==> src/rtl/pulse_meter.sv <==
// Measures high time and period of an asynchronous pulse train in clk cycles.
// Counters saturate at all-ones; a one-cycle strobe marks each completed period.
module pulse_meter #(
    parameter int WIDTH = 8
) (
    input  logic             clk,
    input  logic             rst_n,
    input  logic             sig,
    output logic [WIDTH-1:0] high_len,
    output logic [WIDTH-1:0] period_len,
    output logic             meas_valid,
    output logic             meas_ovf,
    output logic             locked
);
    localparam logic [WIDTH-1:0] MAX = '1;

    typedef enum logic [1:0] {WAIT, HIGH, LOW} state_t;
    state_t state;

    logic             sig_m, sig_s, sig_d;
    logic             rise, fall;
    logic [WIDTH-1:0] cnt, hi_cap, cnt_inc;
    logic             sat, hi_sat, inc_sat;

    assign rise    = sig_s & ~sig_d;
    assign fall    = ~sig_s & sig_d;
    assign cnt_inc = (cnt == MAX) ? MAX : cnt + 1'b1;
    // sat is raised on the edge where the counter lands on all-ones
    assign inc_sat = (cnt_inc == MAX);
    assign locked  = (state != WAIT);

    always_ff @(posedge clk or negedge rst_n) begin
        if (!rst_n) begin
            sig_m <= 1'b0;
            sig_s <= 1'b0;
            sig_d <= 1'b0;
        end else begin
            sig_m <= sig;
            sig_s <= sig_m;
            sig_d <= sig_s;
        end
    end

    always_ff @(posedge clk or negedge rst_n) begin
        if (!rst_n) begin
            state      <= WAIT;
            cnt        <= '0;
            hi_cap     <= '0;
            sat        <= 1'b0;
            hi_sat     <= 1'b0;
            high_len   <= '0;
            period_len <= '0;
            meas_valid <= 1'b0;
            meas_ovf   <= 1'b0;
        end else begin
            meas_valid <= 1'b0;
            case (state)
                WAIT: begin
                    if (rise) begin
                        cnt   <= WIDTH'(1);
                        sat   <= 1'b0;
                        state <= HIGH;
                    end
                end
                HIGH: begin
                    cnt <= cnt_inc;
                    if (inc_sat) sat <= 1'b1;
                    if (fall) begin
                        hi_cap <= cnt;
                        hi_sat <= sat;
                        state  <= LOW;
                    end
                end
                LOW: begin
                    if (rise) begin
                        high_len   <= hi_cap;
                        period_len <= cnt;
                        meas_ovf   <= sat | hi_sat;
                        meas_valid <= 1'b1;
                        cnt        <= WIDTH'(1);
                        sat        <= 1'b0;
                        state      <= HIGH;
                    end else begin
                        cnt <= cnt_inc;
                        if (inc_sat) sat <= 1'b1;
                    end
                end
                default: state <= WAIT;
            endcase
        end
    end
endmodule

==> config.mk <==
export PLATFORM = sky130hd
export DESIGN_NAME = pulse_meter
export DESIGN_NICKNAME = d
export VERILOG_FILES = /design/src/rtl/pulse_meter.sv
export SDC_FILE = /design/constraint.sdc
export NUM_CORES = 1
export LEC_CHECK = 0
export CORE_ASPECT_RATIO = 0.8
export CORE_UTILIZATION = 49
export CTS_CLUSTER_SIZE = 24
export DETAILED_ROUTE_END_ITERATION = 8
export GPL_TIMING_DRIVEN = 0
export PLACE_DENSITY = 0.74
export SLEW_MARGIN = 15
export SYNTH_ARGS = -nofsm -noshare
export SYNTH_HDL_FRONTEND = slang
export SYNTH_SLANG_ARGS = --single-unit
export TNS_END_PERCENT = 30
==> constraint.sdc <==
create_clock -name clk -period 1.8 [get_ports clk]
set_clock_uncertainty 0.2 [all_clocks]
set_input_delay 0.54 -clock clk [delete_from_list [all_inputs] [get_ports clk]]
set_output_delay 0.54 -clock clk [all_outputs]
set_load 0.1 [all_outputs]
Yosys cells after proc, flatten, opt, wreduce, memory -nomap -nowiden
Cells that the tools add are included.
{"block": "totals", "input_bits": 3, "word_cells": 46, "output_inout_bits": 19, "regBits": 41}
{"block": "op_classes", "n_eq_ne": 7, "n_reduce_logical": 8, "bitwise": 5, "add_sub_neg": 1, "mux": 13}
{"cell": "$mux 8", "count": 3}
{"cell": "$pmux 8 s3", "count": 1}
{"cell": "$eq 8x8->1 const B", "count": 2}
{"cell": "$add 8x1->8 const B", "count": 1}
{"cell": "$reduce_and 2->1", "count": 4}
{"cell": "$mux 1", "count": 5}
{"cell": "$mux 2", "count": 2}
{"cell": "$ne 2x2->1 const B", "count": 2}
{"cell": "$pmux 2 s2", "count": 1}
{"cell": "$pmux 1 s3", "count": 1}
{"cell": "$reduce_bool 3->1", "count": 1}
{"cell": "$and 1x1->1", "count": 2}
{"cell": "$eq 2x1->1 const B", "count": 1}
{"cell": "$eq 2x2->1 const B", "count": 1}
{"cell": "$logic_not 2->1", "count": 1}
{"cell": "$ne 2x1->1 const B", "count": 1}
{"cell": "$not 1->1", "count": 2}
{"cell": "$reduce_bool 2->1", "count": 1}
{"cell": "$reduce_or 2->1", "count": 1}
{"cell": "$or 1x1->1", "count": 1}

Longest topological paths before layout
Gate-level depths: netlist of the first run.
{"block": "logic_depth", "depth_word": 6, "mapped_depth": 7}

Worst setup path before layout of the first run
No wires, ideal clock.
{"block": "synth_timing", "path_type": "flip-flop to output port", "start": "register state[0]", "end": "output port locked", "path_stages_with_launch": 4, "arrival_ns": 1.274, "n_path_buf": 0, "path_slack_ns": -0.214, "required_ns": 1.060, "cell_sequence": "dfrtp_1 -> inv_1 -> ha_1 -> inv_1"}
{"block": "synth_via", "elab_chain_cells": 1}
{"element": "start, declared", "line": "18", "text": "state_t state;"}
{"element": "start signal, assigned", "line": "46", "text": "state <= WAIT;"}
{"element": "start signal, assigned", "line": "62", "text": "state <= HIGH;"}
{"element": "start signal, assigned", "line": "71", "text": "state <= LOW;"}
{"element": "$reduce_bool 2->1", "line": "30", "text": "assign locked = (state != WAIT);"}
{"element": "end, declared", "line": "13", "text": "output logic locked"}
Every way passes these cells.

Worst setup path in the final report of the first run
{"block": "layout_timing", "start": "register state[1]", "end": "output port locked"}
Same word-level chain as after synthesis.

==> metrics.md, run 1 <==
| Metric | Value |
|---|---|
| # DRC | `0` |
| Startpoint Class | `flop` |
| Yosys reg bits | `41` |
| Die width | `71.8 um` |
| Slew Limit Fails | `0` |
| Routed wire length | `4270 um` |
| Worst reg2reg startpoint | `state[0]` |
| Gp weighted congestion | `0.832` |
| Largest net degree at the start of global routing | `30` |
| Synth top area share | `53.8%` |
| Most frequent cells after synthesis | `dfrtp_1 (41), nand2_1 (38), o21ai_0 (14)` |
| DP HPWL | `2860 um` |
| Drt pass-1 iters | `4` |
| CTS buffer count | `5` |
| All-layer global routing usage | `22.3%` |
| Register area | `0.00103 mm2` |
| Routed Antenna Nets | `0` |
| Leak Pwr | `1.18 nW` |
| Least-Margin Pin Slew | `386 ps` |
| Final setup viols | `8` |
| Final period utilization | `108%` |
| Syn nets | `189` |
| Synth cell types | `38` |
| DP Cell Count | `245` |
| Area Growth Syn to Fin | `28.7%` |
| Outcome | `finished with violations` |
| Share of cells above drive strength 1 | `38.1%` |
| Area contributors post-synth | `dfrtp_1 (54%), mux2_2 (7.7%), nand2_1 (7.5%), o21ai_0 (3.7%), ha_1 (3.3%)` |
| Worst R2R Setup Slack | `-80 ps` |
| CTS max path bufs | `2` |
| Crit path max fanout | `3` |
| Synth warn | `0` |
| Failing checks | `negative setup slack` |
| Clock-pin slew on the worst setup and hold paths | `80 ps` |
| Syn Std Cell Area | `0.00191 mm2` |
| Required @ worst endpoint | `1060 ps` |
| I/O pin total | `22` |
| Final WS setup | `-145 ps` |
| Initial antenna violation count | `0` |
| Worst setup path class | `reg2out` |
| Mean Syn Cell Area | `10.5 um2` |
| Count of input and output buffers | `21` |
| WL per Instance | `16.4 um` |
| RSZ-0062 raised after global routing | `true` |
| Worst reg2reg path endpoint | `hi_sat` |
| Via density | `5.76` |
| Area of the multi-input gates | `897 um2` |
| Final Hold Violating Endpoints | `0` |
| CTS tree | `yes` |
| H-tree depth | `2` |
| Die ar. | `0.00415 mm2` |
| Hold depth | `0` |
| Layout Cells excl Fill | `260` |
| # rows | `19` |
| Antenna cells | `0` |
| PwrDens | `1480 mW/mm2` |
| Fillers | `283` |
| Worst hold endpoint | `sig_s` |
| Fmax | `0.514 GHz` |
| Grt ovf | `0` |
| Area leader, netlist | `dfrtp_1` |
| Final #Nets | `226` |
| Most common cell in the synthesized netlist | `dfrtp_1` |
| Worst Reg-to-Reg Cells | `6` |
| Post-layout min period | `1940 ps` |
| Die Ht | `57.8 um` |
| Crit. End Element | `output port` |
| Post-Synthesis Cells | `181` |
| WP data arrival | `1200 ps` |
| Core area | `0.00357 mm2` |
| Register area share after synthesis | `53.8%` |
| Peak VDD IR | `1470 uV` |
| HP Start | `sig_m` |
| Vias after detailed routing | `1,497` |
| Iteration-0 DRC Markers | `144` |
| Setup TNS | `-511 ps` |
| Root Driver | `clkbuf_8` |
| Slew headroom | `74.0%` |
| Max-cap violation count | `0` |
| Worst Hold Class | `reg2reg` |
| Asr flop ratio synth | `100%` |
| Clock latency reported for the late side of the worst-skew pair | `300 ps` |
| Initial Util | `53.5%` |
| EDFF count, synth | `0` |
| Top_reg_cell synth | `dfrtp_1` |
| First-pass GRT wire length | `6880 um` |
| Number of global-route vias before repair | `1,477` |
| CTS Sinks | `41` |
worst max-delay path, cell delays in order (launching register included):
cell and delay, ps:
dfrtp_1 400, inv_2 100, ha_4 150, clkinvlp_4 80
buf_8 170
state kept, by name, summed over array words and instances (netlist names):
name / cells
cnt: 8
hi_cap: 8
hi_sat: 1
high_len: 8
meas_ovf: 1
meas_valid: 1
period_len: 8
sat: 1
sig_d: 1
sig_m: 1
sig_s: 1
state: 2
report_power, final:
part / internal [mW] / switching (mW)
Sequential: 1.05 / 0.101
Combinational: 0.612 / 1.14
Clock: 0.403 / 0.316
worst max path at each step:
stage | startpoint | to | slack, ps | cells past startpoint
floorplan | state[0] | locked | -20 | 3
global placement | rst_n | period_len[0] | -940 | 1
detailed placement | state[0] | locked | -810 | 4
CTS | state[1] | locked | -170 | 4
global route | state[1] | locked | -180 | 4
finish | state[1] | locked | -140 | 4
cells in the final DEF, fill, tap and decap left out, drive strengths merged, types with 3 or more instances in the layout:
| cell type | count |
|---|---|
| a21oi | 10 |
| ha | 5 |
| o21ai | 14 |
| mux2 | 13 |
| buf | 29 |
| nor2 | 8 |
| nand2 | 38 |
| a31oi | 3 |
| dfrtp | 41 |
| nand3 | 6 |
| inv | 5 |
| nor2b | 3 |
| clkbuf | 12 |
cell families (layout without fill, tap and decap cells):
logic type / Yosys count / count (layout) / synth area share (%)
AO/OA/AOI/OAI: 39 / 39 / 12.7
multiplexers: 13 / 13 / 7.67
adder cells (fa/ha/maj): 5 / 5 / 3.28
buffers and inverters: 15 / 52 / 5.11
flip-flops: 41 / 41 / 53.8
AND/OR/NAND/NOR: 68 / 68 / 17.4
what timing repair did:
| item | in CTS | in global routing |
|---|---|---|
| hold buffers | 1 | 0 |
| resized for setup | 128 | 26 |
| setup buffers | 3 | 5 |
| pin swaps | 0 | 5 |
| endpoints found under the setup margin | 51 | 33 |
| hold endpoints to repair | 12 | 0 |
metrics by stage:
stage / hold WS [ps] / area [um2] / setup slack, ps / util [%] / power [mW]
3_3_place_gp: 143 / 2190 / -940 / 61.4 / 2.56
2_1_floorplan: 44.4 / 1930 / -21.8 / - / 2.28
3_5_place_dp: 136 / 2200 / -810 / 61.8 / 2.64
6_report: 165 / 2450 / -145 / 68.8 / 3.63
4_1_cts: 167 / 2340 / -167 / 65.6 / 3.46
5_1_grt: 169 / 2450 / -184 / 68.8 / 3.80
routing by layer:
layer | up-vias | global-route usage, % | wire length [um]
met1 | 747 | 27.5 | 1910
met4 | 0 | 7.56 | 51
met3 | 7 | 8.00 | 212
met2 | 47 | 36.7 | 2090
met5 | - | 0 | 0
li1 | 696 | - | -
area by class of cell:
| cell class | instances | area share (%) |
|---|---|---|
| Timing Repair Buffer | 31 | 10.4 |
| Inverter | 7 | 1.27 |
| Buffer | 7 | 3.52 |
| Sequential cell | 41 | 41.9 |
| Clock inverter | 2 | 1.43 |
| Clock buffer | 5 | 2.80 |
| Tap cell | 42 | 2.14 |
| Multi-Input combinational cell | 125 | 36.5 |
Power figures use the tool's default switching activity.
==> run 2: changes to the inputs <==
CTS_CLUSTER_DIAMETER = 80   (was default)
==> results of run 2 <==
Final layout, timing and power as in run 1 (identical DEF).
